===== config.mk =====
export PLATFORM = sky130hd
export DESIGN_NAME = fyp_rx_monitor
export DESIGN_NICKNAME = d
export VERILOG_FILES = /design/src/rtl/fyp_rx_monitor.sv
export SDC_FILE = /design/constraint.sdc
export NUM_CORES = 1
export LEC_CHECK = 0
export CAP_MARGIN = 20
export CORE_MARGIN = 2
export CORE_UTILIZATION = 35
export CTS_CLUSTER_SIZE = 10
export DETAILED_ROUTE_END_ITERATION = 16
export PLACE_DENSITY = 0.69
export SETUP_SLACK_MARGIN = 0.15
export SLEW_MARGIN = 5
export SYNTH_ARGS = -nofsm -noshare
export SYNTH_HDL_FRONTEND = slang
export SYNTH_SLANG_ARGS = --single-unit

===== constraint.sdc =====
create_clock -name clk -period 5.9 [get_ports clk]
set_clock_uncertainty 0.1 [all_clocks]
set_input_delay 1.18 -clock clk [delete_from_list [all_inputs] [get_ports clk]]
set_output_delay 1.18 -clock clk [all_outputs]
set_load 0.02 [all_outputs]

===== src/rtl/fyp_rx_monitor.sv =====
// fyp_rx_monitor
// Receive-side frame monitor. It consumes every beat the MAC offers and checks
// framing, length and error flags. It keeps saturating statistics counters
// for good frames, good-frame bytes and bad frames or framing events.
//
// state    | meaning
// ---------+--------------------------------------------------------------
// IDLE     | between frames; a beat without sop here is stray
// IN_FRAME | sop accepted, accumulating length/error until eop
module fyp_rx_monitor #(
    parameter int unsigned MIN_BYTES = 60,
    parameter int unsigned MAX_BYTES = 1514,
    parameter int unsigned CNT_W     = 32
) (
    input  logic             clk,
    input  logic             reset_n,
    input  logic [31:0]      eth_ast_rx_data,
    input  logic             eth_ast_rx_sop,
    input  logic             eth_ast_rx_eop,
    input  logic [1:0]       eth_ast_rx_empty,
    input  logic [5:0]       eth_ast_rx_err,
    input  logic             eth_ast_rx_valid,
    output logic             eth_ast_rx_rdy,
    input  logic             stat_clear,
    output logic [CNT_W-1:0] frame_cnt,
    output logic [CNT_W-1:0] byte_cnt,
    output logic [CNT_W-1:0] err_cnt,
    output logic [15:0]      last_len,
    output logic             frame_done,
    output logic             framing_err
);

    typedef enum logic {IDLE = 1'b0, IN_FRAME = 1'b1} state_t;

    // Byte sum is wide enough for both the counter and a saturated 16-bit length.
    localparam int unsigned    SW      = (CNT_W > 16) ? CNT_W + 1 : 17;
    localparam logic [CNT_W-1:0] CNT_MAX = '1;

    state_t             state_q, state_d;
    logic               rdy_q;
    logic [15:0]        len_q, len_d;
    logic               err_flag_q, err_flag_d;
    logic [CNT_W-1:0]   frame_cnt_q, frame_cnt_d;
    logic [CNT_W-1:0]   byte_cnt_q, byte_cnt_d;
    logic [CNT_W-1:0]   err_cnt_q, err_cnt_d;
    logic [15:0]        last_len_q, last_len_d;
    logic               frame_done_q, frame_done_d;
    logic               framing_err_q, framing_err_d;

    logic               accept;
    logic               stray, abort, start, cont, complete, frame_bad;
    logic [2:0]         beat_len;
    logic [16:0]        len_sum;
    logic [1:0]         err_inc;
    logic [SW-1:0]      byte_sum;
    logic [CNT_W+1:0]   err_sum;

    // Payload contents are never inspected; only framing matters here.
    logic               unused_data;
    assign unused_data = ^eth_ast_rx_data;

    assign accept = eth_ast_rx_valid && rdy_q;

    // State register; reset mid-frame drops the partial frame.
    always_ff @(posedge clk or negedge reset_n) begin
        if (!reset_n) state_q <= IDLE;
        else          state_q <= state_d;
    end

    // Next-state: any sop restarts a frame, eop in a frame closes it.
    always_comb begin
        state_d = state_q;
        if (accept) begin
            if (eth_ast_rx_sop)                             state_d = eth_ast_rx_eop ? IDLE : IN_FRAME;
            else if (state_q == IN_FRAME && eth_ast_rx_eop) state_d = IDLE;
        end
    end

    // Output decode: classify the accepted beat and build the frame's running length/error.
    always_comb begin
        beat_len   = eth_ast_rx_eop ? 3'(3'd4 - {1'b0, eth_ast_rx_empty}) : 3'd4;
        len_sum    = {1'b0, len_q} + 17'(beat_len);
        start      = accept && eth_ast_rx_sop;
        cont       = accept && !eth_ast_rx_sop && (state_q == IN_FRAME);
        stray      = accept && !eth_ast_rx_sop && (state_q == IDLE);
        abort      = start && (state_q == IN_FRAME);
        complete   = (start || cont) && eth_ast_rx_eop;

        len_d      = len_q;
        err_flag_d = err_flag_q;
        if (start) begin
            len_d      = 16'(beat_len);
            err_flag_d = |eth_ast_rx_err;
        end else if (cont) begin
            // Saturate so an oversized frame can never wrap back into the legal range.
            len_d      = len_sum[16] ? 16'hFFFF : len_sum[15:0];
            err_flag_d = err_flag_q | (|eth_ast_rx_err);
        end

        frame_bad     = err_flag_d || (len_d < 16'(MIN_BYTES)) || (len_d > 16'(MAX_BYTES));
        frame_done_d  = complete;
        framing_err_d = stray || abort;
        // An abort and a bad single-beat frame on the same beat cost two errors.
        err_inc       = 2'(stray || abort) + 2'(complete && frame_bad);
    end

    // Statistics next-state with saturation; clear overrides any same-cycle update.
    always_comb begin
        byte_sum    = SW'(byte_cnt_q) + SW'(len_d);
        err_sum     = {2'b00, err_cnt_q} + (CNT_W + 2)'(err_inc);

        frame_cnt_d = frame_cnt_q;
        byte_cnt_d  = byte_cnt_q;
        err_cnt_d   = (err_sum > {2'b00, CNT_MAX}) ? CNT_MAX : err_sum[CNT_W-1:0];
        last_len_d  = complete ? len_d : last_len_q;

        if (complete && !frame_bad) begin
            if (frame_cnt_q != CNT_MAX) frame_cnt_d = frame_cnt_q + CNT_W'(1);
            byte_cnt_d = (byte_sum > SW'(CNT_MAX)) ? CNT_MAX : byte_sum[CNT_W-1:0];
        end

        if (stat_clear) begin
            frame_cnt_d = '0;
            byte_cnt_d  = '0;
            err_cnt_d   = '0;
            last_len_d  = '0;
        end
    end

    // Datapath and output registers; ready rises on the first edge out of reset.
    always_ff @(posedge clk or negedge reset_n) begin
        if (!reset_n) begin
            rdy_q         <= 1'b0;
            len_q         <= '0;
            err_flag_q    <= 1'b0;
            frame_cnt_q   <= '0;
            byte_cnt_q    <= '0;
            err_cnt_q     <= '0;
            last_len_q    <= '0;
            frame_done_q  <= 1'b0;
            framing_err_q <= 1'b0;
        end else begin
            rdy_q         <= 1'b1;
            len_q         <= len_d;
            err_flag_q    <= err_flag_d;
            frame_cnt_q   <= frame_cnt_d;
            byte_cnt_q    <= byte_cnt_d;
            err_cnt_q     <= err_cnt_d;
            last_len_q    <= last_len_d;
            frame_done_q  <= frame_done_d;
            framing_err_q <= framing_err_d;
        end
    end

    assign eth_ast_rx_rdy = rdy_q;
    assign frame_cnt      = frame_cnt_q;
    assign byte_cnt       = byte_cnt_q;
    assign err_cnt        = err_cnt_q;
    assign last_len       = last_len_q;
    assign frame_done     = frame_done_q;
    assign framing_err    = framing_err_q;

endmodule


## Yosys cells after proc, flatten, opt, wreduce, memory -nomap -nowiden

Cells that the tools add are included.
Widths: inputs -> output; s select.

- Logic and storage cells: 65
- Register bits after elaboration: 133
- ROM bits: 0
- Input bits: 46
- Latch bits: 0
- Output and inout bits: 115
- Memories kept: 0
- Memory bits (writable): 0

- Reduce and logical (&&, ||, !) cells: 23
- Div/mod/pow operators: 0
- Eq/ne operators: 1
- Multipliers: 0
- Bitwise gates (word level): 2
- Magnitude comparators: 4
- Add/subtract/negate cells: 6
- Shifts and indexed selects: 0
- Muxes and demuxes: 19

Operators with widths:

| cell | count |
|---|---|
| $mux 32 | 8 |
| $mux 16 | 5 |
| $gt 33x32->1 const B | 2 |
| $add 32x16->33 | 1 |
| $add 32x2->33 | 1 |
| $add 32x1->32 const B | 1 |
| $ne 32x32->1 const B | 1 |
| $add 16x3->17 | 1 |
| $gt 16x11->1 const B | 1 |
| $lt 16x6->1 const B | 1 |
| $logic_and 1x1->1 | 10 |
| $reduce_bool 2->1 | 4 |
| $reduce_or 6->1 | 1 |
| $mux 1 | 5 |
| $logic_or 1x1->1 | 4 |
| $reduce_and 2->1 | 2 |
| $mux 3 | 1 |
| $sub 3x2->3 const A | 1 |
| $add 1x1->2 | 1 |
| $logic_not 1->1 | 2 |
| $not 1->1 | 1 |
| $or 1x1->1 | 1 |

## Longest topological paths before layout

- Depth in word-level cells: 15
- Depth in mapped cells: 27
- Gate-level depth less buffers: 25

## Worst setup path before layout

No wires, ideal clock.

- Path kind: input to register
- Start: in eth_ast_rx_empty[0]
- End: reg err_cnt_q[19] (netlist: err_cnt[19])
- Stages: 27
- Setup slack: -0.372 ns
- Arrival: 6.094 ns
- Library setup time: 0.078 ns
- Buffers on the path: 4
- Required time: 5.722 ns
- Path through: inv_1 ha_1 and2_1 inv_1 fa_1 nor2b_1 o21ai_2 or4_4 buf_6 and3_4 nor4b_4 or4b_1 nand2_1 o211ai_1 nand2_1 fa_1 inv_1 ha_1 nand3_1 or2_2 nor4_1 nor2b_1 clkbuf_1 nand3_1 clkbuf_1 buf_1 a21oi_1

- Cells in the longest elaborated chain, start to end: 15
- Elaborated cells on any way between the ends: 16
- Classes of those cells: add/sub (4); order compare (3); mux (6); reduce/logical (3)

Ends and longest elaborated chain:

| item | RTL line | text |
|---|---|---|
| start, declared | 20 | `input logic [1:0] eth_ast_rx_empty,` |
| $sub 3x2->3 (*) | 81 | `beat_len = eth_ast_rx_eop ? 3'(3'd4 - {1'b0, eth_ast_rx_empty}) : 3'd4;` |
| $mux 3 (*) | 81 |  |
| $add 16x3->17 | 82 | `len_sum = {1'b0, len_q} + 17'(beat_len);` |
| $mux 16 | 96 | `len_d = len_sum[16] ? 16'hFFFF : len_sum[15:0];` |
| $mux 16 | 94 | `end else if (cont) begin` |
| $mux 16 (*) | 91 | `if (start) begin` |
| $lt 16x6->1 | 100 | `frame_bad = err_flag_d \|\| (len_d < 16'(MIN_BYTES)) \|\| (len_d > 16'(MAX_BYTES));` |
| $logic_or 1x1->1 | 100 |  |
| $logic_or 1x1->1 (*) | 100 |  |
| $logic_and 1x1->1 (*) | 104 | `err_inc = 2'(stray \|\| abort) + 2'(complete && frame_bad);` |
| $add 1x1->2 (*) | 104 |  |
| $add 32x2->33 (*) | 110 | `err_sum = {2'b00, err_cnt_q} + (CNT_W + 2)'(err_inc);` |
| $gt 33x32->1 | 114 | `err_cnt_d = (err_sum > {2'b00, CNT_MAX}) ? CNT_MAX : err_sum[CNT_W-1:0];` |
| $mux 32 (*) | 114 |  |
| $mux 32 (*) | 122 | `if (stat_clear) begin` |
| via err_cnt_d[19] | 45 | `logic [CNT_W-1:0] err_cnt_q, err_cnt_d;` |
| end signal, assigned | 148 | `err_cnt_q <= err_cnt_d;` |
| end, declared | 45 |  |

Mark *: on every way through the listed nets, which the timed path passes. The rest lies on a longest branch.
A chain may end at the register's enable or synchronous reset.

## Worst setup path after layout

- Start: in eth_ast_rx_empty[0]
- End: reg err_cnt_q[28] (netlist: err_cnt[28])

The elaborated chain is that of the path after synthesis.

==> metrics.yaml <==
mostFrequentLayoutCell: "sky130_fd_sc_hd__dfrtp_1"
timing_hold_violations_final: 0
worst-endpoint-required_ns: 6.13
highest_layer: "met4"
register_area_mm2: 0.00333
core_mm2: 0.0225
wl_met2_mm: 10.5
power_switching_uw: 591
fill_cells: 2078
cts-root-buf: "sky130_fd_sc_hd__clkbuf_16"
synth-edff-count: 0
vias: 7606
yosysUniqueCellTypes: 68
multiInputGateArea_mm2: 0.00443
overflow: 0
place_congestion: 0.895
share_seq_of_total_power_pct: 42.3
report.final.setup_viol: 0
synth_warnings: 0
worst-endpoint-arrival_ns: 5.70
setup.worst_path.start_class: "input port"
async_flop_share_pct: 100
clockBufferDepth: 2
ys.flop_type: "sky130_fd_sc_hd__dfrtp_1"
power_leakage_nw: 4.43
synthesis.area_mm2: 0.00796
number_of_detailed_route_iterations_in_the_first_pass: 5
ys_seq_elements: 133
floorplan.rows: 55
chipHeight_um: 155
dp.final_hpwl_mm: 15.6
maximum_number_of_pins_on_one_net_before_global_route_repair: 73
tritoncts: "done"
total_power_mw: 2.23
cts_buffers: 17
routed_wire_length_per_instance_um: 16.1
drv_slew: 0
timing.hold.worst.class: "reg2reg"
post-route-worst-setup-slack_ns: 0.429
n_antenna_cell: 0
detail-route-antenna-nets: 0
internal_power_consumption_mw: 1.63
post_layout_nonfiller_instances: 1388
antenna_violations_before_repair: 0
drive_gt1_share_pct: 17.0
sw_frac_of_total_pct: 26.5
timing.slew.headroom_pct: 46.3
detail_route.wirelength.met1_mm: 10.4
routed_via_density: 5.48
postSynthCellCount: 888
crit_type: "in2reg"
die-area_mm2: 0.0240
syn_nets: 960
ctsHtreeMaxLevel: 4
tightestPinTransition_ns: 0.806
totalWireLength_mm: 22.3
placed_cells: 1348
synth_seq_area_share_pct: 41.8
start_util_pct: 35.4
pre_cts_slack_ns: -0.368
drc: 0
fmax_mhz: 183
grt_setup_unrepaired: "no"
powerDensity_mw_per_mm2: 204
period_needed_ns: 5.47
die_x_um: 155
status: "finished clean"
io_buffers: 128
grt_pass1_wl_mm: 36.8
max_cap_viol_count: 0
path_max_fanout: 5
finish.net_count: 1162
insertion_delay_ns: 0.43
area.growth.synth_to_final_pct: 37.1
most-common-layout-cells: "sky130_fd_sc_hd__dfrtp_1 (133), sky130_fd_sc_hd__clkdlybuf4s50_1 (123), sky130_fd_sc_hd__buf_4 (101)"
power_frac_clock_pct: 46.3
timing.critical_path.to_type: "flip-flop"
iter_0_drt_violations: 440
floorplan.io_pins: 161
clock_sinks: 133
final_util_pct: 48.5
final_min_period_over_clock_period_pct: 92.7
synthesis.area_per_instance_um2: 8.96
cts.clk_slew.worst_paths_ns: 0.06
first_global_vias: 7465
groute.usage.overall_pct: 18.8
pwr-share-comb_pct: 11.4
met3_length_mm: 1.18
max-vdd-ir-drop_v: 0.000134
setup-tns-final_ns: 0
-- Yosys cell counts (all sizes together), types with 9 or more instances --
cell type	n	area share, %
nand2b	9	0.71
o21ai	21	1.4
a31oi	10	0.79
nor2	73	3.4
xnor2	24	2.6
or4	19	1.8
mux2	9	1.3
nand3	44	2.8
nand2	75	3.5
nor4	11	0.86
buf	16	1.3
ha	23	3.6
clkbuf	33	1.6
o31ai	20	1.9
inv	34	1.6
nand4	14	1.1
a211oi	9	0.91
nor2b	13	1.0
dfrtp	133	42
a311oi	23	2.5
and3	20	1.6
nor3	24	1.5
a21oi	98	6.2
and2	10	0.79
xor2	27	3.0
-- flip-flops by register name (all words and copies together), names as in the netlist --
register	flops
byte_cnt	32
len_q	16
err_flag_q	1
frame_cnt	32
frame_done	1
last_len	16
framing_err	1
eth_ast_rx_rdy	1
err_cnt	32
state_q	1
-- stage by stage --
stage                     hold WS (ns)  cell area [µm²]
final                            0.378            10900
after detailed placement         0.364            10100
after global routing             0.419            10900
after global placement           0.357            10100
after CTS                        0.378            10700
after floorplan                  0.334             7990
-- worst paths after layout --
| kind | from | end | slack (ns) | depth (start not counted) |
|---|---|---|---|---|
| max | eth_ast_rx_empty[0] | err_cnt[28] | 0.43 | 27 |
| min reg2reg | err_flag_q | err_flag_q | 0.38 | 2 |
| min in group asynchronous | reset_n | len_q[3] | 0.67 | 1 |
| max reg2reg | len_q[0] | err_cnt[28] | 1.26 | 24 |
| max in group asynchronous | reset_n | frame_cnt[10] | 3.76 | 2 |
| min | err_flag_q | err_flag_q | 0.38 | 2 |
-- cell families after synthesis --
family                   share of synthesized area, %
AO/OA/AOI/OAI                                    19.4
XOR/XNOR                                         5.61
adder cells (fa/ha/maj)                          4.37
buffers and inverters                            4.46
flip-flops                                       41.8
multiplexers                                     1.65
other                                          0.0471
AND/OR/NAND/NOR                                  22.7
-- area by class of cell --
class	instances	share of cell area, %
Multi-Input combinational cell	671	40.6
Timing Repair Buffer	232	19.2
Tap cell	285	3.27
Inverter	35	1.20
Sequential cell	133	30.5
Clock inverter	13	1.14
Clock buffer	19	4.06
-- critical path: stages --
cell                             delay, ns
sky130_fd_sc_hd__dlymetal6s2s_1       0.10
sky130_fd_sc_hd__inv_1                0.07
sky130_fd_sc_hd__ha_4                 0.25
sky130_fd_sc_hd__and2_4               0.15
sky130_fd_sc_hd__inv_2                0.05
sky130_fd_sc_hd__fa_2                 0.39
sky130_fd_sc_hd__nor2b_4              0.17
sky130_fd_sc_hd__buf_6                0.11
sky130_fd_sc_hd__o2111ai_1            0.09
sky130_fd_sc_hd__o21ai_1              0.25
sky130_fd_sc_hd__a2bb2oi_2            0.11
sky130_fd_sc_hd__nor4b_4              0.31
sky130_fd_sc_hd__a32o_2               0.23
sky130_fd_sc_hd__nand2_1              0.06
sky130_fd_sc_hd__o211ai_1             0.07
sky130_fd_sc_hd__nand2_1              0.15
sky130_fd_sc_hd__fa_2                 0.40
sky130_fd_sc_hd__inv_2                0.08
sky130_fd_sc_hd__ha_4                 0.12
sky130_fd_sc_hd__nand3_2              0.08
sky130_fd_sc_hd__or2_4                0.28
sky130_fd_sc_hd__nor4_4               0.23
sky130_fd_sc_hd__nor2b_1              0.16
sky130_fd_sc_hd__buf_4                0.16
sky130_fd_sc_hd__buf_4                0.13
sky130_fd_sc_hd__a21oi_1              0.07
sky130_fd_sc_hd__a311oi_1             0.23
-- power groups by stage --
stage	logic [mW]	clock network, mW	registers [mW]
final	0.254	1.03	0.941
after CTS	0.242	1.05	0.940
after global placement	0.236	0	0.956
after global routing	0.281	1.09	0.943
after floorplan	0.120	0	0.955
after detailed placement	0.240	0	0.956
-- routing by layer --
metal  vias up  track usage (%)
li1       3671                -
met1      3723             25.2
met3        23             4.79
met4         0             5.29
met5         -                0
met2       189             30.1
-- repair_timing --
| action | in CTS | in global routing |
|---|---|---|
| buffers inserted | 1 | 7 |
| gates resized for setup | 6 | 32 |
| pin swaps | 4 | 17 |
| hold buffers | 0 | 0 |
| setup endpoints to repair | 30 | 64 |
| hold endpoints to repair | 0 | 0 |
(Power assumes the default switching activity.)
==> variant 1, RTL diff (same flow settings) <==
Put one more register stage on the output `err_cnt`. The value now appears one clock later. The other outputs are not delayed to match.
--- a/src/rtl/fyp_rx_monitor.sv
+++ b/src/rtl/fyp_rx_monitor.sv
@@ -155,7 +155,9 @@
     assign eth_ast_rx_rdy = rdy_q;
     assign frame_cnt      = frame_cnt_q;
     assign byte_cnt       = byte_cnt_q;
-    assign err_cnt        = err_cnt_q;
+    always_ff @(posedge clk) begin
+        err_cnt <= err_cnt_q;
+    end
     assign last_len       = last_len_q;
     assign frame_done     = frame_done_q;
     assign framing_err    = framing_err_q;
Function: changed (a bounded check fails within 4 cycles, from zero or initial values and one cycle with reset_n low).
==> variant 1 against the original RTL <==
Setup slack got worse by 0.045 ns. Cell area increased by 12%. Area after synthesis increased by 8.7%. Total power increased by 16%. Global-route usage increased by 0.81 points. Utilization increased by 1.6 points. Cell count increased by 8.1%. Sequential cell count increased by 32. Worst hold slack got worse by 0.066 ns. Non-clock buffer count increased by 44. Register-to-register slack got worse by 0.20 ns. Die area increased by 8.5%. Wire length increased by 11%. Critical path type unchanged. Largest cell class unchanged.
==> variant 1: results (changes against the original RTL) <==
stage	metric	value	unit	change
place	DP Worst Slack	-0.588	ns	was -0.368 ns
place	routability cong.	0.883		was 0.895
synth	multiplexer share of the synthesized area	2.40	%	was 1.65%
clocking	postcts setup bufs	18		was 1
power_and_ir_drop	PwrDens	212	nW/um^2	was 204 nW/um^2
final_layout	area of the multi-input gates	4600	um^2	was 4430 um^2
synth	syn_area_per_cell	9.43	um^2	was 8.96 um^2
place	Placed Instance Area	11100	um^2	was 10100 um^2
power_and_ir_drop	sequential power	1160	uW	was 941 uW
global_routing	first-pass GRT wire length	41800	um	was 36800 um
clocking	clk sinks	165		was 133
power_and_ir_drop	maximum VDD drop	0.161	mV	was 0.134 mV
synth	Compound-Gate Fraction of Synth Area	17.1	%	was 19.4%
timing	Worst-Margin Slew	0.778	ns	was 0.806 ns
worst_setup_path	worst r2r path cells	25		was 24
final_layout	Final nets	1236		was 1162
worst_setup_path	Max stage delay on crit path	0.44	ns	was 0.40 ns
worst_setup_path	slowest stage cell, crit path	or4b_1		was fa_2
synth	syn_nets	990		was 960
worst_setup_path	CP max FO	6		was 5
global_routing	largest net degree at the start of global routing	82		was 73
detailed_routing	DRT iter0 DRCs	678		was 440
final_layout	# fillers	2217		was 2078
place	Port Buffers	128		unchanged
power_and_ir_drop	Net Sw Frac	28.6	%	was 26.5%
synth	Post-synth top cells	133 x dfrtp_1, 86 x nand2_1, 84 x nor2_1, 78 x a21oi_1, 33 x clkbuf_1		was 133 x dfrtp_1, 98 x a21oi_1, 75 x nand2_1, 73 x nor2_1, 44 x nand3_1
synth	Synth cell types	76		was 68
worst_hold_path	Hold Crit Endpoint	err_cnt[28]		was err_flag_q
final_layout	Non-clock buffers	276		was 232
worst_setup_path	CP endpoint	err_cnt_q[31]		was err_cnt[28]
detailed_routing	average wire per standard cell	16.5	um	was 16.1 um
detailed_routing	final wirelength	24700	um	was 22300 um
place	Final HPWL DP	16900	um	was 15600 um
final_layout	fraction of area in multi-input gates	37.8	%	was 40.6%
power_and_ir_drop	Pleak	0.00503	uW	was 0.00443 uW
detailed_routing	Via Count	8093		was 7606
power_and_ir_drop	clock share of power	44.0	%	was 46.3%
timing	f_max	181	MHz	was 183 MHz
outcome	status	finished clean		unchanged
clocking	root buffer cell	clkbuf_16		unchanged
synth	sequential-to-total area share from yosys stat	45.9	%	was 41.8%
timing	Fin Hold WS	0.312	ns	was 0.378 ns
final_layout	signal buffers share of area	20.3	%	was 19.2%
final_layout	# clk buffers	17		was 19
worst_setup_path	reg2reg setup slack	1.06	ns	was 1.26 ns
final_layout	clk tree area frac	5.02	%	was 5.20%
final_layout	Non-clk invs	28		was 35
floorplan	Core ar.	24300	um^2	was 22500 um^2
worst_hold_path	HP Start	err_cnt_q[28]		was err_flag_q
global_routing	GRT Resource Usage Total	19.6	%	was 18.8%
synth	async set or reset register ratio after synthesis	80.6	%	was 100%
synth	post-synthesis adder-cell area fraction	4.02	%	was 4.37%
worst_setup_path	arrival time at the worst endpoint	5.71	ns	was 5.70 ns
clocking	PostCTS Resize Cnt	28		was 6
final_layout	share of cells above drive strength 1	21.4	%	was 17.0%
-- variant 1: cell types whose count changed in the layout (fill, tap and decap cells not counted), sizes merged, moves of 6 or more --
cell / unedited run / this run
nand4: 14 / 25
o41ai: 0 / 8
dfxtp: 0 / 32
nand3: 44 / 31
or4: 19 / 11
buf: 106 / 150
o31ai: 20 / 14
nand2: 75 / 86
nor2: 73 / 85
a41oi: 8 / 1
inv: 38 / 32
a21oi: 98 / 78
-- variant 1: critical path: cells and delay by family --
kind	cells	cell delay (ns)
buffers and inverters	9	0.89
AND/OR/NAND/NOR	10	1.63
adder cells (fa/ha/maj)	4	0.95
multiplexers	1	0.14
AO/OA/AOI/OAI	4	0.92
-- variant 1: layer usage --
metal  GRT usage, %  vias to the layer above  wire (um)
li1               -                     3862          -
met5              0                        -          0
met1           27.3                     3996      11600
met4           3.81                        0        227
met2           31.7                      214      11700
met3           4.08                       21       1230
==> variant 2, RTL diff (config.mk and constraints unchanged) <==
Without the edit above. The parameter `CNT_W` goes from 32 to 16.
--- a/src/rtl/fyp_rx_monitor.sv
+++ b/src/rtl/fyp_rx_monitor.sv
@@ -10,7 +10,7 @@
 module fyp_rx_monitor #(
     parameter int unsigned MIN_BYTES = 60,
     parameter int unsigned MAX_BYTES = 1514,
-    parameter int unsigned CNT_W     = 32
+    parameter int unsigned CNT_W     = 16
 ) (
     input  logic             clk,
     input  logic             reset_n,
Interface: changed (resized byte_cnt, err_cnt and frame_cnt); port bits go from 161 to 113. No check against the original RTL was run, so the function may have changed too.
==> variant 2 against the original RTL <==
Maximum frequency down 3.5%. Total power down 38%. Wire length down 35%. Critical path type unchanged. Sequential cell count down 48. Setup slack worse by 0.20 ns. Highest routed layer unchanged. Area after synthesis down 35%. Utilization up 0.81 points. Cell area down 34%. Count of clock-buffer cells in the layout down 7. First-iteration DRC count down 43%. Global-route usage down 0.35 points.
==> variant 2: results (changes against the original RTL) <==
stage	metric	value	unit	change
outcome	status	finished clean		unchanged
timing	Rel. slew slack	48.0	%	was 46.3%
power_and_ir_drop	maximum VDD drop	0.125	mV	was 0.134 mV
worst_setup_path	Max stage delay on crit path	0.49	ns	was 0.40 ns
synth	post-synthesis adder-cell area fraction	6.46	%	was 4.37%
synth	Synth cell types	61		was 68
worst_setup_path	CP required	6.03	ns	was 6.13 ns
detailed_routing	Via density	5.35		was 5.48
synth	Synth Area in XOR/XNOR	5.90	%	was 5.61%
clocking	clk_lat worst skew	0.35	ns	was 0.43 ns
synth	Post-synth top cells	85 x dfrtp_1, 67 x a21oi_1, 48 x nand2_1, 33 x nor2_1, 26 x inv_1		was 133 x dfrtp_1, 98 x a21oi_1, 75 x nand2_1, 73 x nor2_1, 44 x nand3_1
clocking	CTS H-tree lvls	3		was 4
synth	sequential-to-total area share from yosys stat	41.0	%	was 41.8%
detailed_routing	average wire per standard cell	16.3	um	was 16.1 um
worst_setup_path	arrival time at the worst endpoint	5.80	ns	was 5.70 ns
clocking	PostCTS Resize Cnt	7		was 6
place	routability cong.	0.953		was 0.895
place	DP Worst Slack	-0.359	ns	was -0.368 ns
final_layout	Final nets	777		was 1162
worst_setup_path	slowest stage cell, crit path	clkdlybuf4s50_1		was fa_2
worst_setup_path	worst r2r dst	byte_cnt[15]		was err_cnt[28]
synth	Cells after Synth	562		was 888
detailed_routing	final wirelength	14600	um	was 22300 um
synth	multiplexer share of the synthesized area	1.93	%	was 1.65%
worst_hold_path	Hold Crit Endpoint	last_len[0]		was err_flag_q
global_routing	GRT Resource Usage Total	18.4	%	was 18.8%
place	Placed Instance Area	6590	um^2	was 10100 um^2
global_routing	first-pass GRT wire length	23900	um	was 36800 um
global_routing	number of global-route vias before repair	4885		was 7465
[variant 2: power by group]
group	total [uW]	leakage [uW]	switching, uW	internal, uW
registers	612	0.00117	15.0	597
logic	210	0.00186	118	92.3
clock network	549	0.000131	239	310
total	1370	0.00316	372	999
[variant 2: area by class of cell]
type	count	area [um^2]	area share [%]
clock buffers	12	256	3.58
clock inverters	4	31.3	0.437
inverters	27	101	1.41
multi-input cells	424	3010	42.1
flip-flops and latches	85	2130	29.7
well taps	184	230	3.21
repair buffers	159	1400	19.6
[variant 2: metal layers]
metal / share of wire [%] / GRT usage, %
met1: 45 / 23.7
met2: 48 / 30.3
met3: 3.9 / 3.14
met4: 2.7 / 8.66
met5: 0 / 0
[variant 2: kinds of logic (layout without fill, tap and decap cells)]
kind of cell	after synthesis	in the layout
AND/OR/NAND/NOR	206	206
AO/OA/AOI/OAI	148	148
flip-flops	85	85
buffers and inverters	53	202
XOR/XNOR	35	35
adder cells (fa/ha/maj)	25	25
multiplexers	9	9
other	1	1
